==> src/rtl/conv_layer_output_collector.sv <==
// Collects sparse, out-of-order (id, value) beats from the convolutional
// neuron layer into one of two frame banks, then replays each completed
// frame in id order as a first/last-marked stream. One bank collects while
// the other drains.
module conv_layer_output_collector #(
  parameter int LAYER_SIZE       = 10,
  parameter int LAYER_SIZE_ORDER = 4,
  parameter int OUTPUT_WIDTH     = 8
) (
  input  logic                        clk,
  input  logic                        rst_n,
  input  logic [OUTPUT_WIDTH-1:0]     in_stream,
  input  logic [LAYER_SIZE_ORDER-1:0] in_id,
  input  logic                        in_valid,
  output logic [OUTPUT_WIDTH-1:0]     out_stream,
  output logic                        out_first,
  output logic                        out_last,
  output logic                        out_valid,
  input  logic                        out_ready,
  input  logic                        clear_err,
  output logic                        err_range,
  output logic                        err_dup,
  output logic                        err_overflow
);

  localparam logic [LAYER_SIZE_ORDER-1:0] LP_LAST_ID = LAYER_SIZE_ORDER'(LAYER_SIZE);
  localparam logic [LAYER_SIZE_ORDER-1:0] LP_ONE     = LAYER_SIZE_ORDER'(1);
  localparam logic [LAYER_SIZE-1:0]       LP_ALL     = '1;
  localparam logic                        LP_SINGLE  = (LAYER_SIZE == 1);

  typedef enum logic {
    S_IDLE,
    S_DRAIN
  } state_t;

  // Frame storage and per-bank received bitmaps (bit i <-> id i+1)
  logic [OUTPUT_WIDTH-1:0]     r_mem [2][LAYER_SIZE];
  logic [LAYER_SIZE-1:0]       r_bitmap [2];
  logic [1:0]                  r_bank_full;
  logic                        r_wr_bank;
  logic                        r_rd_bank;
  logic [LAYER_SIZE_ORDER-1:0] r_rd_idx;
  state_t                      r_state;

  // Registered output beat
  logic [OUTPUT_WIDTH-1:0]     r_out_stream;
  logic                        r_out_first;
  logic                        r_out_last;
  logic                        r_out_valid;

  // Sticky error flags
  logic                        r_err_range;
  logic                        r_err_dup;
  logic                        r_err_overflow;

  // Write-side decode
  logic [LAYER_SIZE_ORDER-1:0] w_in_idx;
  logic                        w_range_ok;
  logic [LAYER_SIZE-1:0]       w_id_mask;
  logic [LAYER_SIZE-1:0]       w_cur_bitmap;
  logic                        w_wr_full;
  logic                        w_set_range;
  logic                        w_set_ovf;
  logic                        w_set_dup;
  logic                        w_wr_en;
  logic                        w_complete;

  // Read-side next-state
  logic                        w_handshake;
  logic                        w_release;
  logic [1:0]                  w_bank_full_nxt;
  state_t                      w_state_nxt;
  logic                        w_rd_bank_nxt;
  logic [LAYER_SIZE_ORDER-1:0] w_rd_idx_nxt;
  logic [OUTPUT_WIDTH-1:0]     w_out_stream_nxt;
  logic                        w_out_first_nxt;
  logic                        w_out_last_nxt;
  logic                        w_out_valid_nxt;

  // Classify the incoming beat in priority order: range, overflow, duplicate, write
  always_comb begin
    w_in_idx     = in_id - LP_ONE;
    w_range_ok   = (in_id != '0) && (in_id <= LP_LAST_ID);
    w_id_mask    = w_range_ok ? (LAYER_SIZE'(1) << w_in_idx) : '0;
    w_cur_bitmap = r_bitmap[r_wr_bank];
    w_wr_full    = r_bank_full[r_wr_bank];
    w_set_range  = in_valid && !w_range_ok;
    w_set_ovf    = in_valid && w_range_ok && w_wr_full;
    w_set_dup    = in_valid && w_range_ok && !w_wr_full && ((w_cur_bitmap & w_id_mask) != '0);
    w_wr_en      = in_valid && w_range_ok && !w_wr_full && ((w_cur_bitmap & w_id_mask) == '0);
    w_complete   = w_wr_en && ((w_cur_bitmap | w_id_mask) == LP_ALL);
  end

  // Merge write-side completion and read-side release into the bank_full update;
  // they always target different banks, so both apply.
  always_comb begin
    w_handshake     = r_out_valid && out_ready;
    w_release       = (r_state == S_DRAIN) && w_handshake && (r_rd_idx == LP_LAST_ID);
    w_bank_full_nxt = r_bank_full;
    if (w_complete) w_bank_full_nxt[r_wr_bank] = 1'b1;
    if (w_release)  w_bank_full_nxt[r_rd_bank] = 1'b0;
  end

  // Read FSM next-state and next output beat
  always_comb begin
    // NOTE: every signal gets a hold/default value first so no path leaves it
    // unassigned; a missing default here would infer a latch.
    w_state_nxt      = r_state;
    w_rd_bank_nxt    = r_rd_bank;
    w_rd_idx_nxt     = r_rd_idx;
    w_out_stream_nxt = r_out_stream;
    w_out_first_nxt  = r_out_first;
    w_out_last_nxt   = r_out_last;
    w_out_valid_nxt  = r_out_valid;
    unique case (r_state)
      S_IDLE: begin
        if (r_bank_full[r_rd_bank]) begin
          w_out_stream_nxt = r_mem[r_rd_bank][0];
          w_out_first_nxt  = 1'b1;
          w_out_last_nxt   = LP_SINGLE;
          w_out_valid_nxt  = 1'b1;
          w_rd_idx_nxt     = LP_ONE;
          w_state_nxt      = S_DRAIN;
        end
      end
      S_DRAIN: begin
        if (w_handshake) begin
          if (r_rd_idx != LP_LAST_ID) begin
            // r_rd_idx is the id just sent, which is also the array index of the next id
            w_out_stream_nxt = r_mem[r_rd_bank][r_rd_idx];
            w_out_first_nxt  = 1'b0;
            w_out_last_nxt   = ((r_rd_idx + LP_ONE) == LP_LAST_ID);
            w_rd_idx_nxt     = r_rd_idx + LP_ONE;
          end else begin
            w_rd_bank_nxt = ~r_rd_bank;
            if (r_bank_full[~r_rd_bank]) begin
              // Other frame already waiting: start it with no bubble
              w_out_stream_nxt = r_mem[~r_rd_bank][0];
              w_out_first_nxt  = 1'b1;
              w_out_last_nxt   = LP_SINGLE;
              w_rd_idx_nxt     = LP_ONE;
            end else begin
              w_out_valid_nxt = 1'b0;
              w_out_first_nxt = 1'b0;
              w_out_last_nxt  = 1'b0;
              w_state_nxt     = S_IDLE;
            end
          end
        end
      end
      default: w_state_nxt = S_IDLE;
    endcase
  end

  // Frame data write; contents need no reset because the bitmaps gate validity
  always_ff @(posedge clk) begin
    // NOTE: the data array is deliberately left out of reset so it maps onto
    // plain RAM/register files; nothing reads a slot before it is written.
    if (w_wr_en) r_mem[r_wr_bank][w_in_idx] <= in_stream;
  end

  // Collection state: bitmaps, bank ownership, full flags
  always_ff @(posedge clk or negedge rst_n) begin
    if (!rst_n) begin
      r_bitmap[0] <= '0;
      r_bitmap[1] <= '0;
      r_bank_full <= '0;
      r_wr_bank   <= 1'b0;
    end else begin
      // NOTE: state registers use non-blocking assignment so every flop samples
      // the pre-edge values, independent of statement order.
      r_bank_full <= w_bank_full_nxt;
      if (w_complete) begin
        r_bitmap[r_wr_bank] <= '0;
        r_wr_bank           <= ~r_wr_bank;
      end else if (w_wr_en) begin
        r_bitmap[r_wr_bank] <= w_cur_bitmap | w_id_mask;
      end
    end
  end

  // Read FSM state and registered output beat
  always_ff @(posedge clk or negedge rst_n) begin
    if (!rst_n) begin
      r_state      <= S_IDLE;
      r_rd_bank    <= 1'b0;
      r_rd_idx     <= '0;
      r_out_stream <= '0;
      r_out_first  <= 1'b0;
      r_out_last   <= 1'b0;
      r_out_valid  <= 1'b0;
    end else begin
      r_state      <= w_state_nxt;
      r_rd_bank    <= w_rd_bank_nxt;
      r_rd_idx     <= w_rd_idx_nxt;
      r_out_stream <= w_out_stream_nxt;
      r_out_first  <= w_out_first_nxt;
      r_out_last   <= w_out_last_nxt;
      r_out_valid  <= w_out_valid_nxt;
    end
  end

  // Sticky error flags; clear_err wins over a same-cycle set
  always_ff @(posedge clk or negedge rst_n) begin
    if (!rst_n) begin
      r_err_range    <= 1'b0;
      r_err_dup      <= 1'b0;
      r_err_overflow <= 1'b0;
    end else if (clear_err) begin
      r_err_range    <= 1'b0;
      r_err_dup      <= 1'b0;
      r_err_overflow <= 1'b0;
    end else begin
      r_err_range    <= r_err_range    | w_set_range;
      r_err_dup      <= r_err_dup      | w_set_dup;
      r_err_overflow <= r_err_overflow | w_set_ovf;
    end
  end

  assign out_stream   = r_out_stream;
  assign out_first    = r_out_first;
  assign out_last     = r_out_last;
  assign out_valid    = r_out_valid;
  assign err_range    = r_err_range;
  assign err_dup      = r_err_dup;
  assign err_overflow = r_err_overflow;

endmodule

==> config.mk <==
export PLATFORM = sky130hd
export DESIGN_NAME = conv_layer_output_collector
export DESIGN_NICKNAME = d
export VERILOG_FILES = /design/src/rtl/conv_layer_output_collector.sv
export SDC_FILE = /design/constraint.sdc
export NUM_CORES = 1
export LEC_CHECK = 0
export ABC_AREA = 1
export BUFFER_PORTS_ARGS = -buffer_cell sky130_fd_sc_hd__clkbuf_2
export CAP_MARGIN = 20
export CORE_UTILIZATION = 50
export DETAILED_ROUTE_END_ITERATION = 8
export GPL_TIMING_DRIVEN = 1
export HOLD_SLACK_MARGIN = 0.06
export MAX_ROUTING_LAYER = met4
export PLACE_DENSITY_LB_ADDON = 0.1
export SETUP_SLACK_MARGIN = 0.3
export SYNTH_ARGS = -nofsm -noshare
export SYNTH_HDL_FRONTEND = slang
export SYNTH_SLANG_ARGS = --single-unit
==> constraint.sdc <==
create_clock -name clk -period 3.99 [get_ports clk]
set_input_delay 0.399 -clock clk [delete_from_list [all_inputs] [get_ports clk]]
set_output_delay 0.399 -clock clk [all_outputs]
set_load 0.005 [all_outputs]
After elaboration in Yosys (flattened, before gate mapping)
Memories as Yosys holds them, arrays and structs flattened.
Cells that the tools add are included.
{"block": "totals", "ramBits": 160, "in_bits": 17, "mem_bits_ro": 0, "n_memories": 1, "wordCells": 138, "out_inout_bits": 14, "regBits": 43, "latch_bits": 0}
{"block": "classes", "n_reduce_logical": 25, "n_lt_le_gt_ge": 11, "add_sub_neg": 2, "bitwise_logic": 17, "eq_ne": 9, "div_mod_pow": 0, "mul": 0, "mux": 58, "shifts": 1}
{"memory": "r_mem", "depth": 2, "word_bits": 80, "rd": 2, "rd_ports_with_merged_regs": 0, "write_ports": 1, "line_no": "37", "text": "logic [OUTPUT_WIDTH-1:0] r_mem [2][LAYER_SIZE];"}
{"operator": "$mux W80", "n": 1}
{"operator": "$mux W8", "n": 7}
{"operator": "$mux W10", "n": 5}
{"operator": "$mux W20", "n": 2}
{"operator": "$bmux W8 S4", "n": 1}
{"operator": "$demux W8 S4", "n": 1}
{"operator": "$mux W1", "n": 25}
{"operator": "$and A20 B20 Y20", "n": 1}
{"operator": "$bwmux W20", "n": 1}
{"operator": "$not A20 Y20", "n": 1}
{"operator": "$mux W4", "n": 4}
{"operator": "$pmux W8 S2", "n": 1}
{"operator": "$logic_and A1 B1 Y1", "n": 15}
{"operator": "$and A10 B10 Y10", "n": 1}
{"operator": "$demux W10 S1", "n": 1}
{"operator": "$eq A10 B10 Y1 const B", "n": 1}
{"operator": "$ge A5 B5 Y1 const B", "n": 2}
{"operator": "$logic_not A10 Y1", "n": 1}
{"operator": "$not A4 Y5", "n": 2}
{"operator": "$or A10 B10 Y10", "n": 1}
{"operator": "$reduce_bool A10 Y1", "n": 1}
{"operator": "$shl A1 B4 Y10 const A", "n": 1}
{"operator": "$eq A4 B4 Y1 const B", "n": 2}
{"operator": "$pmux W1 S2", "n": 4}
{"operator": "other kinds (27)", "n": 41}

Logic depth before layout (Yosys ltp)
{"block": "logic_depth", "word_depth": 11, "depth_mapped": 14, "mapped_depth_nobuf": 13}

Least setup slack after synthesis
Ideal clock, no wire load.
{"block": "synth_timing", "path_kind": "flip-flop to flip-flop", "start": "register r_wr_bank", "end": "memory r_mem[0][0] in the netlist's numbering, enable pin", "stages_incl_launch_ff": 12, "slack_ns": 1.685, "setup_ns": 0.370, "n_path_buf": 2, "arrival_ns": 1.934, "required_ns": 3.620, "synth_period_minus_slack_ns": 2.305, "cell_sequence": "dfrtp_1 -> buf_4 -> o21ai_0 -> inv_1 -> nand2_1 -> nand2_1 -> nor2_1 -> nand2_1 -> nor2_4 -> nand3_2 -> buf_2 -> nor2_1"}
{"block": "synth_via", "elab_chain_cells": 9, "word_cells_on_any_way": 13, "cone_classes": "mux: 7; bitwise: 2; reduce/logical: 4"}
{"element": "start, declared", "line_no": "40", "text": "logic r_wr_bank;"}
{"element": "start signal, assigned", "line_no": "175", "text": "r_wr_bank <= ~r_wr_bank;"}
{"element": "$not A1 Y2 (implied by the code)", "line_no": "85", "text": "w_cur_bitmap = r_bitmap[r_wr_bank];"}
{"element": "$mux W10 (implied by the code) (3 in series)", "line_no": "85"}
{"element": "$and A10 B10 Y10", "line_no": "90", "text": "w_wr_en = in_valid && w_range_ok && !w_wr_full && ((w_cur_bitmap & w_id_mask) == '0);"}
{"element": "$logic_not A10 Y1", "line_no": "90"}
{"element": "$logic_and A1 B1 Y1", "line_no": "90"}
{"element": "$mux W1", "line_no": "159", "text": "if (w_wr_en) r_mem[r_wr_bank][w_in_idx] <= in_stream;"}
{"element": "$mux W80 (implied by the code)", "line_no": "159"}
{"element": "end, declared", "line_no": "37"}
Several ways; a longest one is shown, not always the timed one. The select of a mux whose other input is x is not followed.

Worst setup path after layout
{"block": "layout_timing", "start": "register r_wr_bank", "end": "memory r_mem[1][76] in the netlist's numbering, enable pin"}
The elaborated chain is that of the path after synthesis.

==> impl_summary.log <==
[metrics] number of top-level pins: 31
[metrics] total wire length after detailed routing: approximately 22000 um
[metrics] Relative slew margins: between 20% and 30%
[metrics] most common cell after layout, fill and taps aside: sky130_fd_sc_hd__nand2_1
[metrics] worst hold path class: input port to flop
[metrics] Syn Area/Cell: 9.87 um2
[metrics] number of nets in the final layout: 951
[metrics] H-tree levels: 1
[metrics] Setup Total Neg Slack: 0 ns
[metrics] Post-Route Skew: ~0.011 ns
[metrics] sink count of the clock tree: 203
[metrics] RSZ-0062 raised after global routing: no
[metrics] first-pass GRT wire length: 34000 um
[metrics] final cell count without fillers: 1171
[metrics] Syn Inst Count: 911
[metrics] number of buffers created by CTS: 21
[metrics] least setup slack across all paths after layout: approximately 0.67 ns
[metrics] number of DRC violations after detailed routing: 0
[metrics] crit path DAT: between 3 and 4 ns
[metrics] power per unit of standard cell area: 659 nW/um2
[metrics] clock input transition at the sequential cells of the worst setup and hold paths: 0.06 ns
[metrics] max-slew violations: 0
[metrics] CP Launch Type: flop
[metrics] final period demand of the worst path: ~3.3 ns
[metrics] clock latency on the worst-skew pair: 0.50 ns
[metrics] worst hold slack after final layout: 0.0815 ns
[metrics] worst path cell trace: nand2_1 -> o21ai_0 -> inv_1 -> nand2_1 -> nand2_1 -> nor2_1 -> nand2_1 -> nor2_4 -> nand2_1 -> nor2_2 -> buf_4 -> inv_2 -> nor2_1
[metrics] Worst Hold Path Cells: 2
[metrics] fraction of layout cells with a size suffix above 1: 10.3%
[metrics] placed inst area: approximately 9300 um2
[metrics] area share of the leading cell type in the synthesized netlist: 53.5%
[metrics] leftover overflow at the end of global routing: 0
[metrics] number of DRC violations after detailed-routing iteration 0: 550
[metrics] Area growth, synth to finish: 11.6%
[metrics] Die Footprint: 18500 um2
[metrics] path depth of the worst reg2reg path: 13
[metrics] Seq/Total Area, Yosys: 65.4%
[metrics] family of cells with the greatest summed delay on the critical path: simple AND/OR/NAND/NOR gates
[metrics] post-synthesis cell type with the largest combined area: sky130_fd_sc_hd__edfxtp_1
[metrics] placer's final routability congestion estimate: 0.881
[metrics] worst slack at placement: 0.705 ns
[metrics] Synth Cell Area: 8990 um2
[metrics] slowest CP cell: sky130_fd_sc_hd__dfrtp_1
[metrics] total vias in the final route: 6448
[metrics] most used cells in the layout excluding fill and tap cells: 206 x sky130_fd_sc_hd__nand2_1, 160 x sky130_fd_sc_hd__edfxtp_1, 130 x sky130_fd_sc_hd__nor2_1
[metrics] top achievable clock speed: about 0.30 GHz
[metrics] Die Width: between 100 and 150 um
[metrics] end point of the most critical hold path: err_range
[metrics] post-DR wirelength/cell: 18.7 um
[metrics] Synthesis Warnings: 0
[metrics] Max IR drop VDD: 0.438 mV
[metrics] count of endpoints failing setup in the final report: 0
[metrics] nets in the synthesized netlist: between 900 and 1000
[metrics] R2R Setup Slk: 0.67 ns
[metrics] initial antenna violation count: 0
[metrics] input/output buffers: 30
[metrics] number of antenna repair diodes: 0
[metrics] max_cap viols: 0
[metrics] aggregate global-route resource usage: 25.1%
[metrics] Critical path origin: r_wr_bank
[metrics] result of the run: completed
[metrics] dominant cells by area after synthesis: sky130_fd_sc_hd__edfxtp_1 53%, sky130_fd_sc_hd__dfrtp_1 12%, sky130_fd_sc_hd__nand2_1 8.6%, sky130_fd_sc_hd__nor2_1 5.4%, sky130_fd_sc_hd__o21ai_0 5.1%
[metrics] slowest cell delay on critical path: 0.81 ns
[metrics] total design power: 6.61 mW
[metrics] TritonCTS clock tree: built
[metrics] Post-CTS Setup Inserts: 0
[metrics] number of global-route vias before repair: 6109
[metrics] pin count of the biggest net entering global routing: 59
[metrics] core box area: about 17000 um2
[metrics] placed insts: about 1100
[metrics] critical setup path kind: flop to flop
[metrics] end-of-flow core utilization: between 50 and 60%
[metrics] Yosys reg bits: ~200
[metrics] post-synth cell types: 26
[metrics] critical path capture point type: flop
[metrics] master cell of the clock root buffer: sky130_fd_sc_hd__clkbuf_16
[metrics] worst flop-to-flop path startpoint: r_wr_bank
[metrics] final cell area excluding filler cells: roughly 10000 um2
[metrics] crit-path most repeated cell: sky130_fd_sc_hd__nand2_1
[metrics] starting utilization of the core area: 51.6%
[metrics] slew at the pin closest to its max-slew limit: 1.05 ns
[metrics] static leakage: 4.08 nW
[metrics] r2r endpoint: r_mem[1][76]
[metrics] Bufs and invs on worst path: 3
[metrics] maximum count of clock buffers along a single path: 3
[metrics] final hold violation count: 0
[metrics] Core Rows: 48
[metrics] maximum fanout along the worst path: 25
[metrics] number of gates given a new drive strength after cts: 0
[metrics] hold-fix buffers at CTS: 1
[metrics] HPWL after detailed placement: approximately 14000 um
[metrics] Chip Height: 136 um
[metrics] final critical-path share of the clock period: 83.2%
[metrics] DR pass1 iterations: 7
[metrics] WP data required: 4.12 ns
[metrics] remaining antenna violation count: 0
[metrics] hold path startpoint: clear_err
[metrics] via count normalized by instance count: 5.51
[sequential cells by signal (all words and copies together) (netlist names)]
signal        cells
r_wr_bank         1
err_range         1
r_mem           160
out_valid         1
err_dup           1
r_bitmap         20
err_overflow      1
r_bank_full       2
r_rd_idx          4
out_last          1
r_state           1
out_stream        8
r_rd_bank         1
out_first         1
[kinds of logic (layout without fill, tap and decap cells)]
logic type	after synthesis	count (layout)	share of synthesized area, %
simple gates	417	417	19.0
flops	203	203	65.4
compound gates	153	153	9.09
buf+inv	132	167	5.79
fa+ha+maj	3	3	0.418
xor+xnor	3	3	0.292
[worst max-delay path by stage]
stage                   end  cells after the start
3_3_place_gp   r_mem[1][51]                     13
5_1_grt        r_mem[1][72]                     13
6_report       r_mem[1][76]                     13
4_1_cts        r_mem[1][72]                     13
3_5_place_dp   r_mem[1][72]                     13
2_1_floorplan   r_mem[0][0]                     11
[report_power, final]
part           total [mW]  switching, mW  internal, mW
Clock                2.06          0.835          1.23
Sequential           2.57          0.135          2.44
Combinational        1.98           1.36         0.619
Total                6.61           2.33          4.28
[worst reg2reg max path, cell delays in order, from the launching register on]
cell	delay, ns
sky130_fd_sc_hd__dfrtp_1	0.81
sky130_fd_sc_hd__nand2_1	0.15
sky130_fd_sc_hd__o21ai_0	0.18
sky130_fd_sc_hd__inv_1	0.08
sky130_fd_sc_hd__nand2_1	0.07
sky130_fd_sc_hd__nand2_1	0.05
sky130_fd_sc_hd__nor2_1	0.11
sky130_fd_sc_hd__nand2_1	0.12
sky130_fd_sc_hd__nor2_4	0.15
sky130_fd_sc_hd__nand2_1	0.08
sky130_fd_sc_hd__nor2_2	0.08
sky130_fd_sc_hd__buf_4	0.24
sky130_fd_sc_hd__inv_2	0.16
sky130_fd_sc_hd__nor2_1	0.67
[cell usage after synthesis]
cell / count
sky130_fd_sc_hd__nor2_4: 1
sky130_fd_sc_hd__buf_1: 1
sky130_fd_sc_hd__nor3_1: 1
sky130_fd_sc_hd__o22ai_1: 25
sky130_fd_sc_hd__ha_1: 3
sky130_fd_sc_hd__nor2_2: 1
sky130_fd_sc_hd__o21ai_1: 5
sky130_fd_sc_hd__buf_2: 11
sky130_fd_sc_hd__a211oi_1: 8
sky130_fd_sc_hd__or2_2: 15
sky130_fd_sc_hd__nand3_1: 55
sky130_fd_sc_hd__inv_2: 4
sky130_fd_sc_hd__o21ai_0: 92
sky130_fd_sc_hd__buf_4: 3
sky130_fd_sc_hd__clkinv_1: 4
sky130_fd_sc_hd__nand4_1: 7
sky130_fd_sc_hd__xnor2_1: 1
sky130_fd_sc_hd__a21oi_1: 23
sky130_fd_sc_hd__xor2_1: 2
sky130_fd_sc_hd__nor2_1: 130
sky130_fd_sc_hd__nand3_2: 1
sky130_fd_sc_hd__dfrtp_1: 43
sky130_fd_sc_hd__nand2_1: 206
sky130_fd_sc_hd__clkbuf_1: 27
sky130_fd_sc_hd__inv_1: 82
sky130_fd_sc_hd__edfxtp_1: 160
[layout make-up]
| cell class | count | area (um2) |
|---|---|---|
| clock inverter | 17 | 198 |
| fill | 1560 | 7380 |
| tap | 225 | 282 |
| clock buffer | 21 | 526 |
| sequential | 203 | 5880 |
| timing repair buffer | 39 | 220 |
| inverter | 90 | 338 |
| multi-input combinational | 576 | 2590 |
[per-layer routing]
layer	vias to the layer above	wire [um]	share of wire (%)	GRT usage [%]
li1	3101	-	-	-
met1	3122	9860	45	34.5
met2	190	10300	47	39.4
met3	35	1230	5.6	3.21
met4	0	474	2.2	6.67
met5	-	0	0	-
Note: power is estimated with default switching activity, not from simulation.
